`src/rtl/reg_file.sv`:
```
// reg_file: 32 x XLEN integer register file for the RISC-V pipeline.
// Two combinational read ports (decode) and one synchronous write port
// (write-back). x0 reads as zero; optional write-first bypass on reads.
module reg_file #(
  parameter int XLEN   = 32,
  parameter int NREG   = 32,
  parameter int BYPASS = 1
) (
  input  logic                    clk,
  input  logic                    rst_n,
  input  logic                    we,
  input  logic [$clog2(NREG)-1:0] wa,
  input  logic [XLEN-1:0]         wd,
  input  logic [$clog2(NREG)-1:0] ra1,
  input  logic [$clog2(NREG)-1:0] ra2,
  output logic [XLEN-1:0]         rd1,
  output logic [XLEN-1:0]         rd2
);

  localparam int AW = $clog2(NREG);

  // Entry 0 is cleared on reset and never written, so it is a constant
  // zero that synthesis removes; keeping it lets reads index uniformly.
  logic [XLEN-1:0] regs [NREG];

  logic fwd1;
  logic fwd2;

  // Storage: async clear of every register, then one write per edge
  // with writes to x0 discarded.
  always_ff @(posedge clk or negedge rst_n) begin
    if (!rst_n) begin
      for (int i = 0; i < NREG; i++) begin
        regs[i] <= '0;
      end
    end else if (we && (wa != '0)) begin
      regs[wa] <= wd;
    end
  end

  // Forwarding is independent of reset so write-back data reaches decode
  // in the same cycle it is presented, even while storage is held clear.
  always_comb begin
    fwd1 = (BYPASS != 0) && we && (wa == ra1);
    fwd2 = (BYPASS != 0) && we && (wa == ra2);
  end

  // Read ports in priority order: x0, forwarded write data, storage.
  always_comb begin
    if (ra1 == AW'(0)) begin
      rd1 = '0;
    end else if (fwd1) begin
      rd1 = wd;
    end else begin
      rd1 = regs[ra1];
    end
    if (ra2 == AW'(0)) begin
      rd2 = '0;
    end else if (fwd2) begin
      rd2 = wd;
    end else begin
      rd2 = regs[ra2];
    end
  end

endmodule

```
`config.mk`:
```
export PLATFORM = sky130hd
export DESIGN_NAME = reg_file
export DESIGN_NICKNAME = d
export VERILOG_FILES = /design/src/rtl/reg_file.sv
export SDC_FILE = /design/constraint.sdc
export NUM_CORES = 2
export LEC_CHECK = 0
export CORE_MARGIN = 5
export CORE_UTILIZATION = 45
export CTS_BUF_LIST = sky130_fd_sc_hd__clkbuf_4 sky130_fd_sc_hd__clkbuf_8
export DETAILED_ROUTE_END_ITERATION = 16
export MAX_ROUTING_LAYER = met4
export SLEW_MARGIN = 20
export SYNTH_ARGS = -nofsm -noshare
export SYNTH_HDL_FRONTEND = slang
export SYNTH_SLANG_ARGS = --single-unit
```
`constraint.sdc`:
```
create_clock -name clk -period 5.43 [get_ports clk]
set_input_delay 1.086 -clock clk [delete_from_list [all_inputs] [get_ports clk]]
set_output_delay 1.086 -clock clk [all_outputs]
set_load 0.005 [all_outputs]
```
# Word-level counts from Yosys, hierarchy flattened
# Cells that the tools add are included.
# word_totals
reg_bits	1024
in_bits	50
out_inout_bits	64
elab_cells	61
# classes
magnitude_cmp	4
eq_ne	2
mux	13
n_bitwise	3
reduce_logical	7
# op_table
cell	n
$bwmux W1024	1
$bmux W32 S5	2
$mux W32	9
$demux W32 S5	1
$ge A6 B6 Y1 const B	3
$not A5 Y6	3
$eq A5 B5 Y1	2
$logic_not A5 Y1	2
$lt A6 B1 Y1 const B	1
$reduce_bool A5 Y1	1
$logic_and A1 B1 Y1	4

# Longest topological paths before layout
# depth
depth_word	6
depth_mapped	10
depth_no_buf	5

# Least setup slack after synthesis
# No wires, ideal clock.
# synth_timing
path_kind	input to output
from	in ra1[0]
to	out rd1[11]
arrival_ns	2.893
required_ns	4.344
setup_slack_ns	1.451
path_stages	9
path_buffers	4
cell_sequence	buf_2 buf_2 buf_2 buf_2 mux2i_1 o22ai_1 a2111oi_0 a21oi_1 a22o_1
# synth_between
elab_chain_len	6
word_cells_on_any_way	9
classes_between	eq/ne (1); mux (5); bitwise (1); reduce/logical (2)
# synth_lines
element	line_no	rtl
start, declared	14	input logic [$clog2(NREG)-1:0] ra1,
$not A5 Y6 (implied by the code)	55	rd1 = regs[ra1];
$bmux W32 S5	55	
$mux W32 (implied by the code) (2 in series)	55	
$mux W32	52	end else if (fwd1) begin
$mux W32 *	50	if (ra1 == AW'(0)) begin
end, declared	16	output logic [XLEN-1:0] rd1,
# Every way passes the cells marked *; elsewhere a longest branch is shown, timed or not. The select of a mux whose other input is x is not followed.

# Final worst setup path
# layout_timing
from	in ra1[3]
to	out rd1[0]
# Same word-level chain as after synthesis.

==> flow_metrics.py <==
metrics = {
    "critical_path": {
        "crit_top_cell": "clkdlybuf4s50_1",
        "crit_slowest_cell": "a2111oi_0",
        "cp_cell_sequence": "clkdlybuf4s50_1, buf_4, or3b_4, buf_12, o22ai_1, a2111oi_0, a21oi_1, a22o_1, clkdlybuf4s50_1",
        "critPathKind": "in2out",
        "timing.rr.end": "regs[610]",
        "path_delay_family": "buffers and inverters",
        "path_max_fanout": 19,
        "cp-end-kind": "primary output",
        "required_ns": 4.34,
        "cp_num_buf_inv": 4,
        "r2r_cells": 1,
        "start_kind": "input pin",
        "slowest_delay_ns": 0.65,
        "r2r_start": "regs[610]",
        "crit_arrival_ns": 4.25,
        "reg2reg_slack_ns": 4.60,
    },
    "cells_and_area": {
        "n_fill_cell": 10400,
        "multi_input_area_sq_um": 27400,
        "drive_gt1_share_pct": 51.3,
        "final_common_cell": "mux2_2",
        "fin_util_pct": 51.5,
        "synthToLayoutAreaGrowth_pct": 14.2,
        "largest-register": "regs",
        "register_area_sq_um": 25600,
        "fin_nets": 3940,
        "largestRegisters": "regs (1024)",
        "final_cell_mix": "1066 x mux2_2, 1024 x dfrtp_1, 376 x mux4_2",
        "largest_reg_flops": 1024,
    },
    "synth": {
        "synth-warning-count": 0,
        "synth_edf_count": 0,
        "synth_fa_ha_area_share_pct": 0,
        "synth_top_area_share_pct": 46.8,
        "synth-simple-area-share_pct": 1.60,
        "synth-compound-area-share_pct": 6.09,
        "yosysSeqAreaShare_pct": 46.8,
        "syn_nets": 3842,
        "yosysTopAreaCell": "dfrtp_1",
        "synthFlopType": "dfrtp_1",
        "avgSynthCellArea_sq_um": 14.5,
        "synth_top_family_by_area": "multiplexers",
        "synth_mux_area_share_pct": 41.7,
        "synth-xor-area-share_pct": 0.160,
        "synth-seq-cells": 1024,
        "async_reset_ff_share_pct": 100,
        "postSynthCellCount": 3792,
        "syn_area_sq_um": 54800,
        "synthTopCellsByArea": "dfrtp_1 47%, mux2_2 22%, mux4_2 15%",
        "ys_types": 53,
    },
    "timing": {
        "slew_viol_final": 0,
        "tightestPinTransition_ns": 1.17,
        "layout_min_cycle_time_ns": 5.33,
        "post-route-period-util_pct": 98.2,
        "hold_slack_ns": 0.275,
        "setup_violations": 0,
        "rsz0062_at_grt": "false",
        "skew_ns": 0,
        "worst_slack_ns": 0.0955,
        "max_slew_margin_pct": 21.8,
        "fmax_mhz": 187,
        "hold_viol": 0,
    },
    "worst_hold_path": {
        "hold_class": "in2async",
    },
    "floorplan": {
        "die_w_um": 359,
        "fp.coreArea_sq_um": 121000,
        "start_util_pct": 45.1,
        "die_y_um": 359,
        "ios": 114,
        "dieArea_sq_um": 129000,
        "fp-row-count": 128,
    },
    "place": {
        "dp_hpwl_mm": 115,
        "numPortBuffers": 113,
        "place_ws_ns": -0.0959,
        "place.gp.congestion": 0.848,
    },
    "clock_network": {
        "htree_levels": 4,
        "cts_resized": 1,
        "tritoncts": "done",
        "postCtsHoldBufs": 0,
        "cts-root-buf": "clkbuf_8",
        "clk_pin_slew_ns": 0.05,
        "cts_setup_buffers": 0,
        "clk_latency_ns": 0.88,
        "ctsLongestPathBuffers": 3,
        "cts_buffers": 176,
        "clock_sinks": 1024,
    },
    "global_route": {
        "grt_pass1_vias": 38100,
        "grt_max_degree": 156,
        "grt_use_total_pct": 30.6,
        "grt_overflow_total": 0,
        "antenna_found_initial": 13,
        "grt_pass1_wl_mm": 281,
    },
    "detailed_routing": {
        "drt_iter0_drc": 3554,
        "viasPerCell": 6.59,
        "wl_per_cell_um": 34.2,
        "antenna_left": 0,
        "vias": 37300,
        "post-route-drc-count": 0,
        "wl_mm": 194,
        "drtPass1Iterations": 8,
    },
    "power_and_ir_drop": {
        "leakagePower_nw": 27.3,
        "peakVddDrop_mv": 0.241,
        "powerDensity_nw_per_um2": 360,
    },
    "run_status": {
        "outcome": "complete, no violations",
    },
    "run": {
        "drv_cap": 0,
    },
}
per-stage QoR:
stage               TNS, ns  std cells  power [mW]  cell area, sq um
CTS                       0       5649        22.6             62500
floorplan                 0       3792        13.3             54800
detailed placement  -0.0959       5337        15.0             58700
global placement     -0.689       5336        14.9             58700
finish                    0       5660        22.5             62600
global route              0       5660        23.5             62600
power by group:
part	internal, mW	switching, mW	total (mW)	leakage, nW
clock	4.27	3.30	7.57	2.04
combinational	2.81	1.99	4.81	12.1
sequential	9.09	1.06	10.1	13.1
total	16.2	6.35	22.5	27.3
routing by layer:
layer | vias to the layer above | wire, um | part of all wire (%) | GRT usage (%)
li1 | 14900 | - | - | -
met1 | 20200 | 82600 | 43 | 41.7
met2 | 1728 | 88000 | 45 | 45.2
met3 | 424 | 16000 | 8.3 | 7.49
met4 | 0 | 7080 | 3.7 | 10.6
met5 | - | 0 | 0 | -
cells in the mapped netlist (3+ instances only):
cell type / count
mux2i_1: 222
mux2_2: 1066
a21oi_1: 93
a2111oi_0: 32
buf_4: 29
a31oi_1: 4
or3_1: 4
a221oi_1: 4
buf_6: 17
clkbuf_1: 248
a211oi_1: 6
dfrtp_1: 1024
o221ai_1: 39
nor4_1: 9
o21ai_0: 24
o211ai_1: 4
nor3_1: 29
o22ai_1: 66
buf_2: 78
nand2b_1: 5
xnor2_1: 10
nor2_1: 61
o221a_2: 3
nand3b_1: 5
o2111ai_1: 7
a22oi_1: 94
a221o_1: 4
and2_1: 3
nor3b_1: 6
nand2_1: 32
mux2_1: 8
nor2b_1: 11
a22o_1: 71
a211o_1: 10
buf_8: 3
buf_1: 63
mux4_2: 376
how the worst max path moves through the flow:
| stage | from | end | depth (start not counted) |
|---|---|---|---|
| 2_1_floorplan | ra1[0] | rd1[11] | 9 |
| 3_3_place_gp | ra1[3] | rd1[16] | 11 |
| 3_5_place_dp | ra2[0] | rd2[3] | 10 |
| 4_1_cts | ra1[3] | rd1[16] | 12 |
| 5_1_grt | ra1[3] | rd1[17] | 10 |
| 6_report | ra1[3] | rd1[0] | 9 |
final cells by class:
cell class	count	share of cell area, %
diodes	11	0.0440
clock buffers	295	5.92
clock inverters	17	0.158
inverters	1	0.00600
multi-input cells	2327	43.8
flip-flops and latches	1024	40.9
well taps	1625	3.25
repair buffers	360	5.86
cells by family after synthesis:
family,count (synthesis)
compound gates,464
buf+inv,441
simple gates,179
mux,1674
flops,1024
xor+xnor,10
(Power assumes the default switching activity.)
